--- src/rtl/ibusif_if.sv ---
// Instruction-bus and IF-stage signals of the fetch front end.
// The master modport is the fetch unit; the slave modport is the bus agent and consumer.
interface ibusif_if;
  logic        ibus_req;
  logic [31:0] ibus_addr;
  logic        ibus_rdy;
  logic [31:0] ibus_rdata;
  logic        ibus_err;
  logic [1:0]  ibusif_vld_size;
  logic        ibusif_pop;
  logic [1:0]  ibusif_pop_size;
  logic [31:0] ibusif_data;
  logic        ibusif_bus_err;
  logic        jmp;
  logic [31:0] jmp_addr;

  modport master (
    output ibus_req, ibus_addr, ibusif_vld_size, ibusif_data, ibusif_bus_err,
    input  ibus_rdy, ibus_rdata, ibus_err, ibusif_pop, ibusif_pop_size, jmp, jmp_addr
  );

  modport slave (
    input  ibus_req, ibus_addr, ibusif_vld_size, ibusif_data, ibusif_bus_err,
    output ibus_rdy, ibus_rdata, ibus_err, ibusif_pop, ibusif_pop_size, jmp, jmp_addr
  );
endinterface

--- src/rtl/ibusif.sv ---
// Instruction fetch front end: word reads into a halfword prefetch queue whose head is shown
// to the IF stage as a 32-bit window; flushes and redirects on jump.
`ifndef RESET_PC
`define RESET_PC 32'h0000_0000
`endif

module ibusif #(
  parameter int unsigned DEPTH      = 4,
  parameter logic [31:0] RESET_ADDR = `RESET_PC
) (
  input  logic     clk,
  input  logic     rstn,
  ibusif_if.master bus
);
  localparam int unsigned PtrW = $clog2(DEPTH);
  localparam int unsigned CntW = $clog2(DEPTH + 1);

  typedef logic [PtrW-1:0] ptr_t;
  typedef logic [PtrW:0]   sum_t;
  typedef logic [CntW-1:0] cnt_t;

  logic [15:0]      hw_q [DEPTH];
  logic [15:0]      hw_d [DEPTH];
  logic [DEPTH-1:0] err_q, err_d;
  ptr_t             rptr_q, rptr_d;
  cnt_t             count_q, count_d;
  logic [31:0]      fptr_q, fptr_d;
  logic [31:0]      addr_q, addr_d;
  logic             pending_q, pending_d;
  logic             discard_q, discard_d;
  logic             skip_lo_q, skip_lo_d;
  logic             halt_q, halt_d;

  function automatic ptr_t wrap(input sum_t v);
    return (v >= sum_t'(DEPTH)) ? ptr_t'(v - sum_t'(DEPTH)) : ptr_t'(v);
  endfunction

  ptr_t        rptr1, wptr0, wptr1;
  logic        has0, has1, err0, err1;
  logic [15:0] hw0, hw1;

  assign rptr1 = wrap(sum_t'(rptr_q) + sum_t'(1));
  assign wptr0 = wrap(sum_t'(rptr_q) + sum_t'(count_q));
  assign wptr1 = wrap(sum_t'(wptr0) + sum_t'(1));
  assign has0  = (count_q != '0);
  assign has1  = (count_q > cnt_t'(1));
  assign hw0   = has0 ? hw_q[rptr_q] : '0;
  assign hw1   = has1 ? hw_q[rptr1]  : '0;
  assign err0  = has0 & err_q[rptr_q];
  assign err1  = has1 & err_q[rptr1];

  assign bus.ibus_req       = pending_q;
  assign bus.ibus_addr      = addr_q;
  assign bus.ibusif_data    = {hw1, hw0};
  // A 32-bit instruction at the head also faults if its upper half came from a faulting word.
  assign bus.ibusif_bus_err = err0 | (err1 & (hw0[1:0] == 2'b11));

  always_comb begin
    if (!has0)              bus.ibusif_vld_size = 2'b00;
    else if (err0 || has1)  bus.ibusif_vld_size = 2'b11;
    else                    bus.ibusif_vld_size = 2'b01;
  end

  logic unused_bits;
  assign unused_bits = ^{bus.ibusif_pop_size[1], bus.jmp_addr[0]};

  logic rsp, do_push, start;
  cnt_t pop_want, pop_n, push_n;

  always_comb begin
    rsp      = pending_q & bus.ibus_rdy;
    do_push  = rsp & ~discard_q & ~bus.jmp;
    push_n   = do_push ? (skip_lo_q ? cnt_t'(1) : cnt_t'(2)) : '0;
    pop_want = bus.ibusif_pop_size[0] ? cnt_t'(1) : cnt_t'(2);
    pop_n    = '0;
    // Over-pops are clamped so the queue never underflows.
    if (bus.ibusif_pop) pop_n = (pop_want > count_q) ? count_q : pop_want;
    start    = ~pending_q & ~halt_q & ~bus.jmp & (count_q <= cnt_t'(DEPTH - 2));

    hw_d  = hw_q;
    err_d = err_q;
    if (do_push) begin
      if (skip_lo_q) begin
        hw_d[wptr0]  = bus.ibus_rdata[31:16];
        err_d[wptr0] = bus.ibus_err;
      end else begin
        hw_d[wptr0]  = bus.ibus_rdata[15:0];
        err_d[wptr0] = bus.ibus_err;
        hw_d[wptr1]  = bus.ibus_rdata[31:16];
        err_d[wptr1] = bus.ibus_err;
      end
    end

    rptr_d    = wrap(sum_t'(rptr_q) + sum_t'(pop_n));
    count_d   = count_q - pop_n + push_n;
    fptr_d    = do_push ? fptr_q + 32'd4 : fptr_q;
    skip_lo_d = do_push ? 1'b0 : skip_lo_q;
    halt_d    = halt_q | (do_push & bus.ibus_err);
    pending_d = start | (pending_q & ~bus.ibus_rdy);
    addr_d    = start ? fptr_q : addr_q;
    discard_d = rsp ? 1'b0 : discard_q;

    if (bus.jmp) begin
      count_d   = '0;
      halt_d    = 1'b0;
      fptr_d    = {bus.jmp_addr[31:2], 2'b00};
      skip_lo_d = bus.jmp_addr[1];
      discard_d = pending_q & ~bus.ibus_rdy;
    end
  end

  always_ff @(posedge clk) begin
    if (!rstn) begin
      hw_q      <= '{default: '0};
      err_q     <= '0;
      rptr_q    <= '0;
      count_q   <= '0;
      fptr_q    <= RESET_ADDR;
      addr_q    <= RESET_ADDR;
      pending_q <= 1'b0;
      discard_q <= 1'b0;
      skip_lo_q <= 1'b0;
      halt_q    <= 1'b0;
    end else begin
      hw_q      <= hw_d;
      err_q     <= err_d;
      rptr_q    <= rptr_d;
      count_q   <= count_d;
      fptr_q    <= fptr_d;
      addr_q    <= addr_d;
      pending_q <= pending_d;
      discard_q <= discard_d;
      skip_lo_q <= skip_lo_d;
      halt_q    <= halt_d;
    end
  end

  pop_overrun_a: assert property (@(posedge clk) disable iff (!rstn)
    (bus.ibusif_pop && !err0) |-> (pop_want <= count_q));

endmodule

--- src/flat_wrapper.sv ---
// flat-port wrapper written by rule: the top's interface ports become plain ports
module ibusif_flat 
#(
  parameter int unsigned DEPTH      = 4,
  parameter logic [31:0] RESET_ADDR = `RESET_PC
)
  (clk, rstn, bus_ibus_req, bus_ibus_addr, bus_ibusif_vld_size, bus_ibusif_data, bus_ibusif_bus_err, bus_ibus_rdy, bus_ibus_rdata, bus_ibus_err, bus_ibusif_pop, bus_ibusif_pop_size, bus_jmp, bus_jmp_addr);
  ibusif_if bus_i ();
  input  logic clk;
  input  logic rstn;
  output wire logic [$bits(bus_i.ibus_req)-1:0] bus_ibus_req;
  output wire logic [$bits(bus_i.ibus_addr)-1:0] bus_ibus_addr;
  output wire logic [$bits(bus_i.ibusif_vld_size)-1:0] bus_ibusif_vld_size;
  output wire logic [$bits(bus_i.ibusif_data)-1:0] bus_ibusif_data;
  output wire logic [$bits(bus_i.ibusif_bus_err)-1:0] bus_ibusif_bus_err;
  input wire logic [$bits(bus_i.ibus_rdy)-1:0] bus_ibus_rdy;
  input wire logic [$bits(bus_i.ibus_rdata)-1:0] bus_ibus_rdata;
  input wire logic [$bits(bus_i.ibus_err)-1:0] bus_ibus_err;
  input wire logic [$bits(bus_i.ibusif_pop)-1:0] bus_ibusif_pop;
  input wire logic [$bits(bus_i.ibusif_pop_size)-1:0] bus_ibusif_pop_size;
  input wire logic [$bits(bus_i.jmp)-1:0] bus_jmp;
  input wire logic [$bits(bus_i.jmp_addr)-1:0] bus_jmp_addr;
  assign bus_ibus_req = bus_i.ibus_req;
  assign bus_ibus_addr = bus_i.ibus_addr;
  assign bus_ibusif_vld_size = bus_i.ibusif_vld_size;
  assign bus_ibusif_data = bus_i.ibusif_data;
  assign bus_ibusif_bus_err = bus_i.ibusif_bus_err;
  assign bus_i.ibus_rdy = bus_ibus_rdy;
  assign bus_i.ibus_rdata = bus_ibus_rdata;
  assign bus_i.ibus_err = bus_ibus_err;
  assign bus_i.ibusif_pop = bus_ibusif_pop;
  assign bus_i.ibusif_pop_size = bus_ibusif_pop_size;
  assign bus_i.jmp = bus_jmp;
  assign bus_i.jmp_addr = bus_jmp_addr;
  ibusif #(.DEPTH(DEPTH), .RESET_ADDR(RESET_ADDR)) u_core (.clk(clk), .rstn(rstn), .bus(bus_i));
endmodule
--- config.mk ---
export PLATFORM = sky130hd
export DESIGN_NAME = ibusif_flat
export DESIGN_NICKNAME = d
export VERILOG_FILES = /design/src/rtl/ibusif_if.sv /design/src/rtl/ibusif.sv /design/src/flat_wrapper.sv
export SDC_FILE = /design/constraint.sdc
export NUM_CORES = 1
export LEC_CHECK = 0
export ABC_AREA = 0
export BUFFER_PORTS_ARGS = -buffer_cell sky130_fd_sc_hd__buf_2
export CORE_UTILIZATION = 52
export DETAILED_ROUTE_END_ITERATION = 8
export GPL_ROUTABILITY_DRIVEN = 1
export GPL_TIMING_DRIVEN = 0
export PLACE_DENSITY = 0.78
export SYNTH_ARGS = -nofsm -noshare
export SYNTH_HDL_FRONTEND = slang
export SYNTH_SLANG_ARGS = --single-unit
--- constraint.sdc ---
create_clock -name clk -period 2.69 [get_ports clk]
set_input_delay 0.4035 -clock clk [delete_from_list [all_inputs] [get_ports clk]]
set_output_delay 0.4035 -clock clk [all_outputs]
set_load 0.01 [all_outputs]
**Word level (Yosys, flattened, before mapping)**

Cells that the tools add are included.

- Output and inout bits: 68
- Bits in registers: 141
- Logic and storage cells: 122

- Bitwise operators: 24
- $add $sub $neg: 11
- Muxes and demuxes: 44
- $lt $le $gt $ge: 19
- Eq/ne operators: 1
- Reduce and logical (&&, ||, !) cells: 9

Operators with widths:

| cell | count |
|---|---|
| 64-bit bitwise mux | 3 |
| 16-bit two-way mux | 8 |
| 16-bit binary-select mux with 2-bit select | 2 |
| 16-bit demux with 2-bit select | 2 |
| 32-bit two-way mux | 2 |
| 64-bit two-way mux | 1 |
| 32-bit by 3-bit adder with 32-bit output, second input constant | 1 |
| 3-bit greater-or-equal comparator, second input constant | 8 |
| 2-bit two-way mux | 8 |
| 2-bit by 3-bit < comparator with 1-bit output, second input constant | 4 |
| 2-bit NOT with 3-bit output | 4 |
| 1-bit bitwise AND | 11 |
| 3-bit two-way mux | 3 |
| 4-bit bitwise mux | 2 |
| 1-bit two-way mux | 8 |
| 2-bit by 1-bit subtractor with 2-bit output, second input constant | 4 |
| 2-bit by 1-bit adder with 3-bit output, second input constant | 2 |
| 2-bit by 3-bit adder with 3-bit output | 2 |
| 3-bit by 1-bit < comparator with 1-bit output, second input constant | 2 |
| 1-bit NOT | 6 |
| 1-bit binary-select mux with 2-bit select | 2 |
| 1-bit demux with 2-bit select | 2 |
| 2-bit by 1-bit greater-or-equal comparator with 1-bit output, second input constant | 2 |
| 1-bit logical AND | 4 |
| other kinds (12) | 15 |

**Logic depth before layout (Yosys ltp)**

Gate-level depths: netlist (run 1).

- Word-level depth: 13
- Depth in mapped cells: 14
- Depth with buffers taken out: 14

**Worst setup path after synthesis (run 1)**

Ideal clock, no wire load.

- Path kind: register to register
- From: register u_core.rptr_q[1]
- To: register u_core.hw_q[21] in the netlist's numbering
- Data arrival time: 2.906 ns
- Cell stages (with the launch flop): 14
- Path buffers: 5
- Path slack: -0.275 ns
- Cell sequence: dfxtp_1 > clkbuf_1 > clkbuf_1 > xnor2_1 > xnor2_1 > inv_1 > ha_1 > clkbuf_1 > nor2b_1 > clkbuf_1 > clkbuf_1 > a22oi_1 > o211ai_1 > o211a_1

- Word-level cells in the longest chain between the ends: 13
- Elaborated cells between the ends (all ways): 24
- Classes of those cells: 4 x add/sub; 6 x order compare; 10 x mux; 2 x bitwise; 2 x reduce/logical

RTL lines:

| what | line | RTL |
|---|---|---|
| start, declared | ibusif.sv:25 | `ptr_t rptr_q, rptr_d;` |
| start signal, assigned | ibusif.sv:127 | `rptr_q <= rptr_d;` |
| 2-bit by 3-bit adder with 3-bit output (*) | ibusif.sv:43 | `assign wptr0 = wrap(sum_t'(rptr_q) + sum_t'(count_q));` |
| 3-bit greater-or-equal comparator / 2-bit by 1-bit subtractor with 2-bit output (equally long branches) | ibusif.sv:35 | `return (v >= sum_t'(DEPTH)) ? ptr_t'(v - sum_t'(DEPTH)) : ptr_t'(v);` |
| 2-bit two-way mux (*) | ibusif.sv:35 |  |
| 2-bit by 1-bit adder with 3-bit output | ibusif.sv:44 | `assign wptr1 = wrap(sum_t'(wptr0) + sum_t'(1));` |
| 3-bit greater-or-equal comparator / 2-bit by 1-bit subtractor with 2-bit output (equally long branches) | ibusif.sv:35 |  |
| 2-bit two-way mux | ibusif.sv:35 |  |
| 2-bit NOT with 3-bit output (implied by the code) | ibusif.sv:89 | `hw_d[wptr1] = bus.ibus_rdata[31:16];` |
| 3-bit greater-or-equal comparator (implied by the code) / 3-bit by 1-bit < comparator with 1-bit output (equally long branches) | ibusif.sv:89 |  |
| 1-bit logical AND (implied by the code) | ibusif.sv:89 |  |
| 16-bit two-way mux (implied by the code) | ibusif.sv:89 |  |
| 16-bit demux with 2-bit select | ibusif.sv:89 |  |
| 64-bit bitwise mux | ibusif.sv:89 |  |
| 64-bit two-way mux (*) | ibusif.sv:83 | `if (skip_lo_q) begin` |
| end signal, assigned | ibusif.sv:125 | `hw_q <= hw_d;` |
| end, declared | ibusif.sv:22 | `logic [15:0] hw_q [DEPTH];` |

Mark *: on every way between the ends. The rest lies on a longest branch, timed or not.
A chain may end at the register's enable or synchronous reset.

**Final worst setup path (run 1)**

- From: register u_core.count_q[1]
- To: register u_core.rptr_q[1]

- Word-level cells in the longest chain between the ends: 6
- Elaborated cells between the ends (all ways): 7
- Classes of those cells: 2 x add/sub; 2 x order compare; 3 x mux

RTL lines:

| what | line | RTL |
|---|---|---|
| start, declared | ibusif.sv:26 | `cnt_t count_q, count_d;` |
| start signal, assigned | ibusif.sv:128 | `count_q <= count_d;` |
| 3-bit greater-than comparator | ibusif.sv:77 | `if (bus.ibusif_pop) pop_n = (pop_want > count_q) ? count_q : pop_want;` |
| 3-bit two-way mux (*) (2 in series) | ibusif.sv:77 |  |
| 2-bit by 3-bit adder with 3-bit output (*) | ibusif.sv:94 | `rptr_d = wrap(sum_t'(rptr_q) + sum_t'(pop_n));` |
| 3-bit greater-or-equal comparator / 2-bit by 1-bit subtractor with 2-bit output (equally long branches) | ibusif.sv:35 |  |
| 2-bit two-way mux (*) | ibusif.sv:35 |  |

Marked as above.

==> results by group, run 1 <==
GRT
  – Overall Global Routing Usage: 33.5%
  – Gr ovfl total: 0
  – First-pass GRT wire length: 41,900 um
  – Vias in the first global route: 7,755
  – Largest net degree at the start of global routing: 17
  – Initial antenna violation count: 0

Synthesis
  – Combinational family with the most area after synthesis: compound AO/OA/AOI/OAI gates
  – Compound-Gate Fraction of Synth Area: 27.4%
  – Seq cells post-synth: 137
  – Post-synthesis mux area share: 9.95%
  – Distinct cell type count after synthesis: 54
  – Post-Syn Area per Cell: 8.65 sq um
  – Adder-cell share of the synthesized area: 2.74%
  – Post-Syn Area: 8300 sq um
  – Synth Area in XOR/XNOR: 1.48%
  – EDFF count, synth: 0
  – Synth Warn #: 0
  – Prevailing post-synth register cell: dfxtp_1
  – Syn Inst Count: 960
  – Post-synth ARST share: 0%
  – Register area share after synthesis: 33.0%
  – Synth Area in Simple Gates: 19.3%

Layout
  – Area delta synth->final: 20.9%
  – Final std cells w/o fill: 1,325
  – Most frequent cells in the layout: 148 x nand2_1, 135 x dfxtp_1, 127 x buf_2
  – # diodes: 0
  – Final core utilization: 65.3%
  – Commonest non-fill, non-tap cell in the layout: nand2_1
  – Layout Nets: 1,190
  – Share of layout cells above drive strength 1: 24.3%

STA
  – Final-report hold violation count: 0
  – Final Max Slew Viols: 0
  – Unrepaired setup endpoints after global routing: yes
  – Slew at the pin with the worst max-slew slack: 1.29 ns
  – Number of endpoints failing setup at the final stage: 0
  – Slew headroom: 13.3%
  – Max frequency: 381 MHz
  – Clock skew: 0.00628 ns
  – Crit path time final: 2.63 ns
  – Fin crit share: 97.6%

Setup path
  – Crit path capture type: flip-flop
  – Slowest stage cell, crit path: dfxtp_4
  – Crit path max-delay family: buffers and inverters
  – Startpoint type of the worst setup path: flip-flop
  – CP most frequent cell: buf_4
  – Worst reg2reg path depth: 16
  – Reg2reg end: u_core.rptr_q[1]
  – Bufs and invs on worst path: 11
  – Flop2flop setup slack: 0.06 ns
  – CP Data Required Time: 2.98 ns
  – Critical path cell sequence: inv_4, ha_4, nor2b_4, o21ai_2, buf_4, buf_4, buf_4, buf_4, buf_4, buf_4, buf_4, buf_4, buf_4, buf_4, a311oi_2, nor3_1
  – Worst Path Max Fanout: 4
  – Reg-to-Reg Start: u_core.count_q[1]
  – Worst stage delay on the critical path: 0.39 ns
  – Setup CP Type: reg -> reg
  – CP arrival: 2.92 ns

Power
  – PD cells: 642 nW/um^2
  – Internal power: 0.00429 W
  – VDD IR max: 0.443 mV
  – Sw Share: 33.5%
  – Leakage power: 4.47 nW
  – P_sw: 0.00216 W
  – Clk network pwr share: 36.5%
  – Seq pwr share: 35.1%
  – Comb power frac: 28.4%

Clock tree
  – CTS buffer count: 17
  – Bufs on Longest Clock Path: 2
  – # clock sinks: 137
  – Root Buffer: clkbuf_16
  – Clock-pin slew on the worst setup and hold paths: 0.06 ns
  – CTS H-tree lvls: 4
  – CTS tree: built
  – Clk_lat worst skew: 0.43 ns

Detailed routing
  – Post-DR vias/cell: 6.54
  – Routed Antenna Nets: 0
  – # DRC: 0
  – Routed wire length per instance: 20.7 um
  – Drt first pass iters: 6
  – Routed vias: 8,669
  – 1st-iter DRT viols: 1,233
  – Drt total wl: 27,400 um

Die
  – Initial core utilization: 54.0%
  – DIE AREA: 16,500 sq um
  – Top Ports: 140
  – Die Wd: 128 um
  – Chip height: 128 um
  – Core area: 15,400 sq um
  – # rows: 45

Hold path
  – Worst hold start: bus_jmp_addr[2]
  – Endpoint, Worst Hold: u_core.fptr_q[2]
  – Hold Path Stages: 3
  – HP Class: in -> reg

Place
  – I/O Buffers: 118
  – Gpl congestion: 0.958
  – DP Wirelength: 18,800 um
  – Placed cell count: 1,290

Run
  – Max_cap viols: 0

Status
  – Status: finished, final reports clean
[metrics by stage]
stage | worst slack, ns | power [W] | instance area [sq um] | TNS [ns] | hold WS [ns]
2_1_floorplan | 0.00639 | 0.00333 | 8310 | 0 | 0.438
3_3_place_gp | -0.685 | 0.00381 | 9170 | -35.66 | 0.440
3_5_place_dp | -0.713 | 0.00384 | 9170 | -37.88 | 0.445
4_1_cts | -0.00570 | 0.00630 | 9950 | -0.00570 | 0.233
5_1_grt | -0.0573 | 0.00667 | 10000 | -0.0930 | 0.243
6_report | 0.0645 | 0.00645 | 10000 | 0 | 0.236
[state kept, by name, summed over array words and instances, names as in the netlist]
register / count
u_core.discard_q: 1
u_core.rptr_q: 2
u_core.bus.ibus_req: 1
u_core.count_q: 3
u_core.hw_q: 64
u_core.fptr_q: 30
u_core.bus.ibus_addr: 30
u_core.halt_q: 1
u_core.err_q: 4
u_core.skip_lo_q: 1
[synth_stat cells, drive strengths merged (3+ instances only)]
cell type	number	share of area [%]
ha	15	2.3
nand2b	4	0.30
mux4	34	9.2
or3	6	0.45
inv	12	0.54
a311oi	4	0.42
or4	12	1.1
and3	8	0.60
o211a	64	7.7
nor3	10	0.60
a21oi	44	2.7
nor3b	4	0.42
nand4	10	0.83
o21ai	34	2.1
clkbuf	78	3.5
nor2b	30	2.3
and4	6	0.65
nor4	8	0.60
a31oi	9	0.68
and2	25	1.9
dfxtp	137	33
buf	35	1.9
a22oi	64	5.8
a211oi	3	0.27
nor2	20	0.90
mux2i	6	0.72
nand2	150	6.8
nand3	16	0.96
xnor2	13	1.4
o31ai	7	0.63
o31a	4	0.42
o211ai	65	5.9
[layout make-up]
cell class / count / area, sq um
fill: 1281 / 5330
tap: 211 / 264
buffer: 103 / 543
sequential: 137 / 2750
timing repair buffer: 131 / 688
inverter: 13 / 51.3
clock buffer: 18 / 439
multi-input combinational: 698 / 5160
clock inverter: 14 / 146
[timing repair]
| item | CTS | global route |
|---|---|---|
| resized for setup | 50 | 52 |
| pin swaps | 4 | 7 |
| hold buffers | 0 | 0 |
| endpoints found under the setup margin | 103 | 89 |
| setup buffers | 11 | 2 |
[worst max-delay path by stage]
stage	cells past startpoint	endpoint	slack (ns)	from
4_1_cts	5	bus_ibusif_data[22]	-0.006	u_core.rptr_q[0]
2_1_floorplan	11	u_core.count_q[2]	0.006	bus_ibusif_pop_size[0]
5_1_grt	16	u_core.rptr_q[1]	-0.06	u_core.count_q[1]
3_3_place_gp	13	u_core.hw_q[30]	-0.69	u_core.rptr_q[1]
3_5_place_dp	11	u_core.hw_q[1]	-0.71	u_core.rptr_q[1]
6_report	16	u_core.rptr_q[1]	0.06	u_core.count_q[1]
[power groups by stage]
stage,Combinational (W),Clock (W),Sequential (W)
2_1_floorplan,0.00105,0,0.00228
3_5_place_dp,0.00155,0,0.00230
3_3_place_gp,0.00151,0,0.00229
6_report,0.00183,0.00235,0.00226
4_1_cts,0.00169,0.00235,0.00226
5_1_grt,0.00195,0.00245,0.00228
[metal layers]
metal,global-route usage (%),share of wire [%],up-vias
li1,-,-,3868
met5,0,0,-
met1,45.0,40,4076
met4,13.7,4.2,0
met3,9.40,12,113
met2,50.6,43,612
[worst min-delay path: stages]
cell	delay [ns]
buf_2	0.09
mux2i_1	0.06
nor2_1	0.08
[logic make-up (layout without fill, tap and decap cells)]
group / after synthesis / after routing
xor+xnor: 14 / 14
other cells: 1 / 2
mux: 40 / 40
buf+inv: 126 / 279
flops: 137 / 137
fa+ha+maj: 17 / 17
compound gates: 307 / 307
simple gates: 318 / 318
(Power assumes the default switching activity.)
==> run 2, diff against run 1 <==
--- a/config.mk
+++ b/config.mk
@@ -11,7 +11,7 @@
 export DETAILED_ROUTE_END_ITERATION = 8
 export GPL_ROUTABILITY_DRIVEN = 1
 export GPL_TIMING_DRIVEN = 0
-export PLACE_DENSITY = 0.78
+export PLACE_DENSITY_LB_ADDON = 0.2
 export SYNTH_ARGS = -nofsm -noshare
 export SYNTH_HDL_FRONTEND = slang
 export SYNTH_SLANG_ARGS = --single-unit
==> run 2 against run 1 <==
Against the previous run: setup slack worse by 0.031 ns; core utilization is 0.49 points lower; non-clock buffer count is 10 lower; via count is 1.5% lower; sequential share of layout area is 0.22 points higher; die area stayed put; global-route usage is 0.86 points higher; clock skew hardly changed; cell count is 0.75% lower; critical path type unchanged; largest cell class unchanged; highest routed layer unchanged.
==> results by group, run 2 (synthesis results as in run 1) <==
Setup path
  – Worst Path Max Fanout: 10 (+6)
  – CP most frequent cell: xnor2_2
  – Setup CP Type: reg -> reg
  – Crit path capture type: flip-flop
  – Critical path depth: 9 (-7)
  – Startpoint type of the worst setup path: flip-flop
  – CP Data Required Time: 3.06 ns (+0.08 ns)
  – Crit path max-delay family: buffers and inverters
  – Slowest stage cell, crit path: clkbuf_1
  – Bufs and invs on worst path: 3 (-8)
  – Worst stage delay on the critical path: 0.60 ns (+0.21 ns)
  – Worst reg2reg path depth: 9 (-7)
  – CP arrival: 3.03 ns (+0.11 ns)
  – Critical path cell sequence: clkbuf_16, xnor2_2, xnor2_2, buf_4, ha_4, clkbuf_1, a22oi_1, o211ai_1, o211a_1

STA
  – Slew at the pin with the worst max-slew slack: 1.10 ns (-0.190 ns)
  – Hold Slack: 0.237 ns (+0.000530 ns)
  – Clock skew: 0.00667 ns (+0.000390 ns)
  – Fin crit share: 98.8% (+1.2 points)
  – Max frequency: 376 MHz (-1.2%)
  – Crit path time final: 2.66 ns (+0.0313 ns)
  – Number of endpoints failing setup at the final stage: 0 (unchanged)
  – Slew headroom: 26.1% (+13 points)
  – Final Max Slew Viols: 0 (unchanged)
  – Final-report hold violation count: 0 (unchanged)

Clock tree
  – Clk_lat worst skew: 0.43 ns (about the same)
  – Clock-pin slew on the worst setup and hold paths: 0.06 ns (about the same)
  – Bufs on Longest Clock Path: 2 (unchanged)
  – CTS H-tree lvls: 4 (unchanged)
  – # clock sinks: 137 (unchanged)
  – Root Buffer: clkbuf_16
  – CTS buffer count: 17 (unchanged)
  – CTS tree: built

GRT
  – First-pass GRT wire length: 42,500 um (+1.6%)
  – Initial antenna violation count: 0 (unchanged)
  – Gr ovfl total: 0 (unchanged)
  – Overall Global Routing Usage: 34.3% (+0.86 points)
  – Vias in the first global route: 7,668 (-1.1%)
  – Largest net degree at the start of global routing: 17 (unchanged)

Layout
  – Finished Cell Area: 9960 sq um (-0.75%)
  – Largest Register: u_core.hw_q
  – Max FFs per register: 64 (unchanged)
  – Commonest non-fill, non-tap cell in the layout: nand2_1
  – Register area: 2750 sq um (about the same)
  – Share of layout cells above drive strength 1: 23.0% (-1.3 points)
  – Fill cells: 1,348 (+5.2%)
  – Area occupied by multi-input gates: 5140 sq um (-0.29%)
  – # diodes: 0 (unchanged)
  – Layout Nets: 1,180 (-0.84%)
  – Most frequent cells in the layout: 149 x nand2_1, 134 x dfxtp_1, 128 x buf_2
  – Area delta synth->final: 20.0%

Detailed routing
  – # DRC: 0 (unchanged)
  – Post-DR vias/cell: 6.50 (-0.73%)
  – Routed Antenna Nets: 0 (unchanged)
  – Drt first pass iters: 8 (+2)
  – Routed wire length per instance: 21.1 um (+2.2%)
  – Routed vias: 8,541 (-1.5%)
  – 1st-iter DRT viols: 1,088 (-12%)
  – Drt total wl: 27,800 um (+1.4%)

Place
  – DP Wirelength: 19,000 um (+1.2%)
  – Placed cell area: 9170 sq um (unchanged)
  – Gpl congestion: 0.934 (-2.5%)
  – I/O Buffers: 118 (unchanged)

Die
  – Initial core utilization: 54.0% (unchanged)
  – # rows: 45 (unchanged)
  – DIE AREA: 16,500 sq um (unchanged)
  – Die Wd: 128 um (unchanged)
  – Chip height: 128 um (unchanged)
  – Top Ports: 140 (unchanged)
  – Core area: 15,400 sq um (unchanged)

Power
  – PD cells: 647 nW/um^2 (+0.70%)
  – VDD IR max: 0.543 mV (+23%)
  – Leakage power: 4.42 nW (-1.3%)
  – Power Total: 0.00644 W (about the same)

Status
  – Status: finished, final reports clean

Run
  – Max_cap viols: 0 (unchanged)

Hold path
  – Hold Path Stages: 3 (unchanged)
  – HP Class: in -> reg
run 2: layout make-up:
cell class                      instances  share of cell area (%)
Clock inverter                         13                    1.70
Inverter                               13                   0.515
Multi-Input combinational cell        698                    51.6
Timing Repair Buffer                  121                    6.15
Tap cell                              211                    2.65
Clock buffer                           19                    4.35
Buffer                                103                    5.43
Sequential cell                       137                    27.6
run 2: where the power goes:
group | internal, W | leakage, nW | switching (W) | total [W]
sequential | 0.00215 | 1.12 | 0.000124 | 0.00227
clock | 0.00147 | 0.281 | 0.000969 | 0.00244
combinational | 0.000680 | 3.02 | 0.00106 | 0.00174
total | 0.00430 | 4.42 | 0.00215 | 0.00644
run 2: final timing paths:
check        slack, ns                       end                startpoint
min reg2reg       0.45  u_core.bus.ibus_addr[21]  u_core.bus.ibus_addr[21]
max reg2reg       0.03           u_core.hw_q[15]          u_core.rptr_q[1]
min               0.24          u_core.fptr_q[4]           bus_jmp_addr[4]
max               0.03           u_core.hw_q[15]          u_core.rptr_q[1]
run 2: per-layer routing:
metal / track usage (%) / routed length, um / vias up
met2: 48.9 / 11500 / 587
li1: - / - / 3859
met3: 10.4 / 3330 / 101
met5: 0 / 0 / -
met1: 47.7 / 11800 / 3994
met4: 15.2 / 1130 / 0
run 2: tightest hold or removal path: stages:
cell,delay [ns]
buf_2,0.09
mux2i_1,0.06
nor2_1,0.07
run 2: stage by stage:
step / util (%) / worst slack (ns) / setup TNS (ns) / cells
floorplan: - / 0.00639 / 0 / 961
global placement: 59.6 / -0.727 / -37.36 / 1290
detailed placement: 59.6 / -0.754 / -39.46 / 1290
CTS: 64.5 / -0.00564 / -0.00564 / 1319
global route: 64.8 / -0.0101 / -0.0101 / 1315
finish: 64.8 / 0.0332 / 0 / 1315
run 2: what timing repair did:
action,CTS,global route
pin swaps,3,2
resized for setup,55,32
setup buffers,3,0
endpoints found under the hold margin,0,0
endpoints found under the setup margin,103,75
hold buffers,0,0
gates cloned,0,0
==> run 3, diff against run 2 <==
--- a/config.mk
+++ b/config.mk
@@ -10,7 +10,6 @@
 export CORE_UTILIZATION = 52
 export DETAILED_ROUTE_END_ITERATION = 8
 export GPL_ROUTABILITY_DRIVEN = 1
-export GPL_TIMING_DRIVEN = 0
 export PLACE_DENSITY_LB_ADDON = 0.2
 export SYNTH_ARGS = -nofsm -noshare
 export SYNTH_HDL_FRONTEND = slang
==> run 3 against run 2 <==
Against the previous run: clock skew grew 0.0042 ns; wire length shrank 14%; sequential power is essentially flat; worst hold slack lost 0.0092 ns; setup slack gained 0.065 ns; design area shrank 1.0%; largest cell class unchanged; highest routed layer unchanged; critical path depth grew 2.
==> results by group, run 3 (synthesis results as in run 1) <==
Die
  – DIE AREA: 16,500 sq um (unchanged)
  – Chip height: 128 um (unchanged)
  – Top Ports: 140 (unchanged)
  – Die Wd: 128 um (unchanged)
  – Initial core utilization: 54.0% (unchanged)
  – # rows: 45 (unchanged)
  – Core area: 15,400 sq um (unchanged)

Clock tree
  – CTS H-tree lvls: 4 (unchanged)
  – Post-CTS Hold Buffers: 0 (unchanged)
  – CTS buffer count: 17 (unchanged)
  – Clock-pin slew on the worst setup and hold paths: 0.06 ns (about the same)
  – # clock sinks: 137 (unchanged)
  – Clk_lat worst skew: 0.44 ns (about the same)
  – Bufs on Longest Clock Path: 2 (unchanged)
  – Root Buffer: clkbuf_16
  – CTS tree: built

GRT
  – Vias in the first global route: 7,571 (-1.3%)
  – Largest net degree at the start of global routing: 54 (+37)
  – GR peak layer: met2
  – Grt met1 use: 42.2% (-5.6 points)
  – Overall Global Routing Usage: 30.3% (-4.0 points)
  – GR Layer Usage met3: 5.57% (-4.9 points)
  – Initial antenna violation count: 1 (+1)
  – First-pass GRT wire length: 39,000 um (-8.4%)
  – GR Util met2: 47.4% (-1.6 points)
  – Gr ovfl total: 0 (unchanged)

Setup path
  – Reg2reg end: u_core.count_q[2]
  – Worst reg2reg path depth: 11 (+2)
  – Slowest stage cell, crit path: fa_1
  – Flop2flop setup slack: 0.1 ns (+0.06 ns)
  – Setup CP Type: reg -> reg
  – Critical path depth: 11 (+2)
  – Worst Path Max Fanout: 4 (-6)
  – Critical path cell sequence: inv_1, ha_4, nor2b_2, o21ai_2, nand2_1, and3_1, fa_1, fa_2, xnor2_2, xnor2_1, nor2_1
  – Crit path capture type: flip-flop
  – Reg-to-Reg Start: u_core.count_q[1]
  – Startpoint type of the worst setup path: flip-flop
  – CP Data Required Time: 3.01 ns (-0.05 ns)
  – CP arrival: 2.91 ns (-0.12 ns)
  – Crit path max-delay family: adder cells
  – Bufs and invs on worst path: 1 (-2)
  – Worst stage delay on the critical path: 0.48 ns (-0.12 ns)

Layout
  – Finished Cell Area: 9860 sq um (-1.0%)
  – Area delta synth->final: 18.8%
  – Register area: 2750 sq um (about the same)
  – Largest Register: u_core.hw_q
  – Most frequent cells in the layout: 150 x nand2_1, 135 x buf_2, 134 x dfxtp_1
  – Max FFs per register: 64 (unchanged)
  – Layout Nets: 1,138 (-3.6%)
  – Fill cells: 1,316 (-2.4%)
  – Final std cells w/o fill: 1,274 (-3.1%)
  – Share of layout cells above drive strength 1: 24.8% (+1.8 points)
  – Commonest non-fill, non-tap cell in the layout: nand2_1
  – Area occupied by multi-input gates: 5110 sq um (-0.73%)

STA
  – Final Max Slew Viols: 0 (unchanged)
  – Slew at the pin with the worst max-slew slack: 0.848 ns (-0.251 ns)
  – Hold Slack: 0.228 ns (-0.00919 ns)
  – Clock skew: 0.0108 ns (+0.00416 ns)
  – Unrepaired setup endpoints after global routing: yes
  – Final-report hold violation count: 0 (unchanged)
  – Number of endpoints failing setup at the final stage: 0 (unchanged)
  – Slew headroom: 43.3% (+17 points)
  – Max frequency: 386 MHz (+2.5%)
  – Fin crit share: 96.4% (-2.4 points)
  – Crit path time final: 2.59 ns (-0.0646 ns)

Run
  – Max_cap viols: 0 (unchanged)

Detailed routing
  – 1st-iter DRT viols: 892 (-18%)
  – Routed vias: 8,083 (-5.4%)
  – Post-DR vias/cell: 6.34 (-2.3%)
  – # DRC: 0 (unchanged)
  – Routed Antenna Nets: 0 (unchanged)
  – Routed wire length per instance: 18.9 um (-11%)
  – Drt first pass iters: 6 (-2)
  – Drt total wl: 24,000 um (-14%)

Power
  – Leakage power: 4.41 nW (about the same)
  – Power Total: 0.00628 W (-2.5%)
  – VDD IR max: 0.497 mV (-8.6%)
  – PD cells: 637 nW/um^2 (-1.5%)

Hold path
  – Hold Path Stages: 3 (unchanged)
  – HP Class: in -> reg
  – Endpoint, Worst Hold: u_core.fptr_q[4]
  – Worst hold start: bus_jmp_addr[4]

Place
  – Placed cell count: 1,240 (-3.9%)
  – Gpl congestion: 0.818 (-12%)
  – I/O Buffers: 135 (+14%)
  – DP Wirelength: 15,400 um (-19%)
  – Placed cell area: 9210 sq um (+0.46%)

Status
  – Status: finished, final reports clean
==> run 3: worst max path at each step <==
stage          slack, ns                   start                  to
6_report             0.1       u_core.count_q[1]   u_core.count_q[2]
2_1_floorplan      0.006  bus_ibusif_pop_size[0]   u_core.count_q[2]
5_1_grt            -0.04       u_core.count_q[1]   u_core.count_q[2]
4_1_cts            0.005        u_core.rptr_q[0]  bus_ibusif_data[6]
3_3_place_gp       -0.19  bus_ibusif_pop_size[0]   u_core.count_q[2]
3_5_place_dp       -0.27  bus_ibusif_pop_size[0]   u_core.count_q[2]
==> run 3: layer usage <==
| layer | wire length [um] | up-vias |
|---|---|---|
| li1 | - | 3761 |
| met1 | 10800 | 3933 |
| met2 | 11000 | 350 |
| met3 | 1700 | 39 |
| met4 | 468 | 0 |
| met5 | 0 | - |
==> run 3: where the power goes <==
part / switching [W] / leakage (nW) / total, W / internal [W]
clock network: 0.000993 / 0.284 / 0.00238 / 0.00138
logic: 0.000983 / 3.01 / 0.00165 / 0.000666
registers: 0.000111 / 1.12 / 0.00226 / 0.00215
==> run 3: through the flow <==
stage                     setup TNS [ns]  util (%)  setup slack, ns
after CTS                              0      63.9          0.00545
after floorplan                        0         -          0.00639
after global placement            -0.189      59.9           -0.189
after detailed placement          -0.305      59.9           -0.270
after global routing             -0.0424      64.2          -0.0424
final                                  0      64.2           0.0978
==> run 3: tightest hold or removal path, cell delays in order <==
cell	delay, ns
buf_2	0.08
mux2i_1	0.06
nor2_1	0.08
==> run 3: cell type report <==
type,count,share of cell area (%)
well taps,211,2.68
clock inverters,15,1.70
clock buffers,17,4.31
diodes,1,0.0254
inverters,13,0.495
multi-input cells,698,51.8
repair buffers,182,11.2
flip-flops and latches,137,27.8
==> run 3: what timing repair did <==
action                                  CTS  global route
buffers inserted                          1             0
endpoints found under the setup margin    1            44
pin swaps                                 4             4
gates resized for setup                   3             9
gates cloned                              0             0
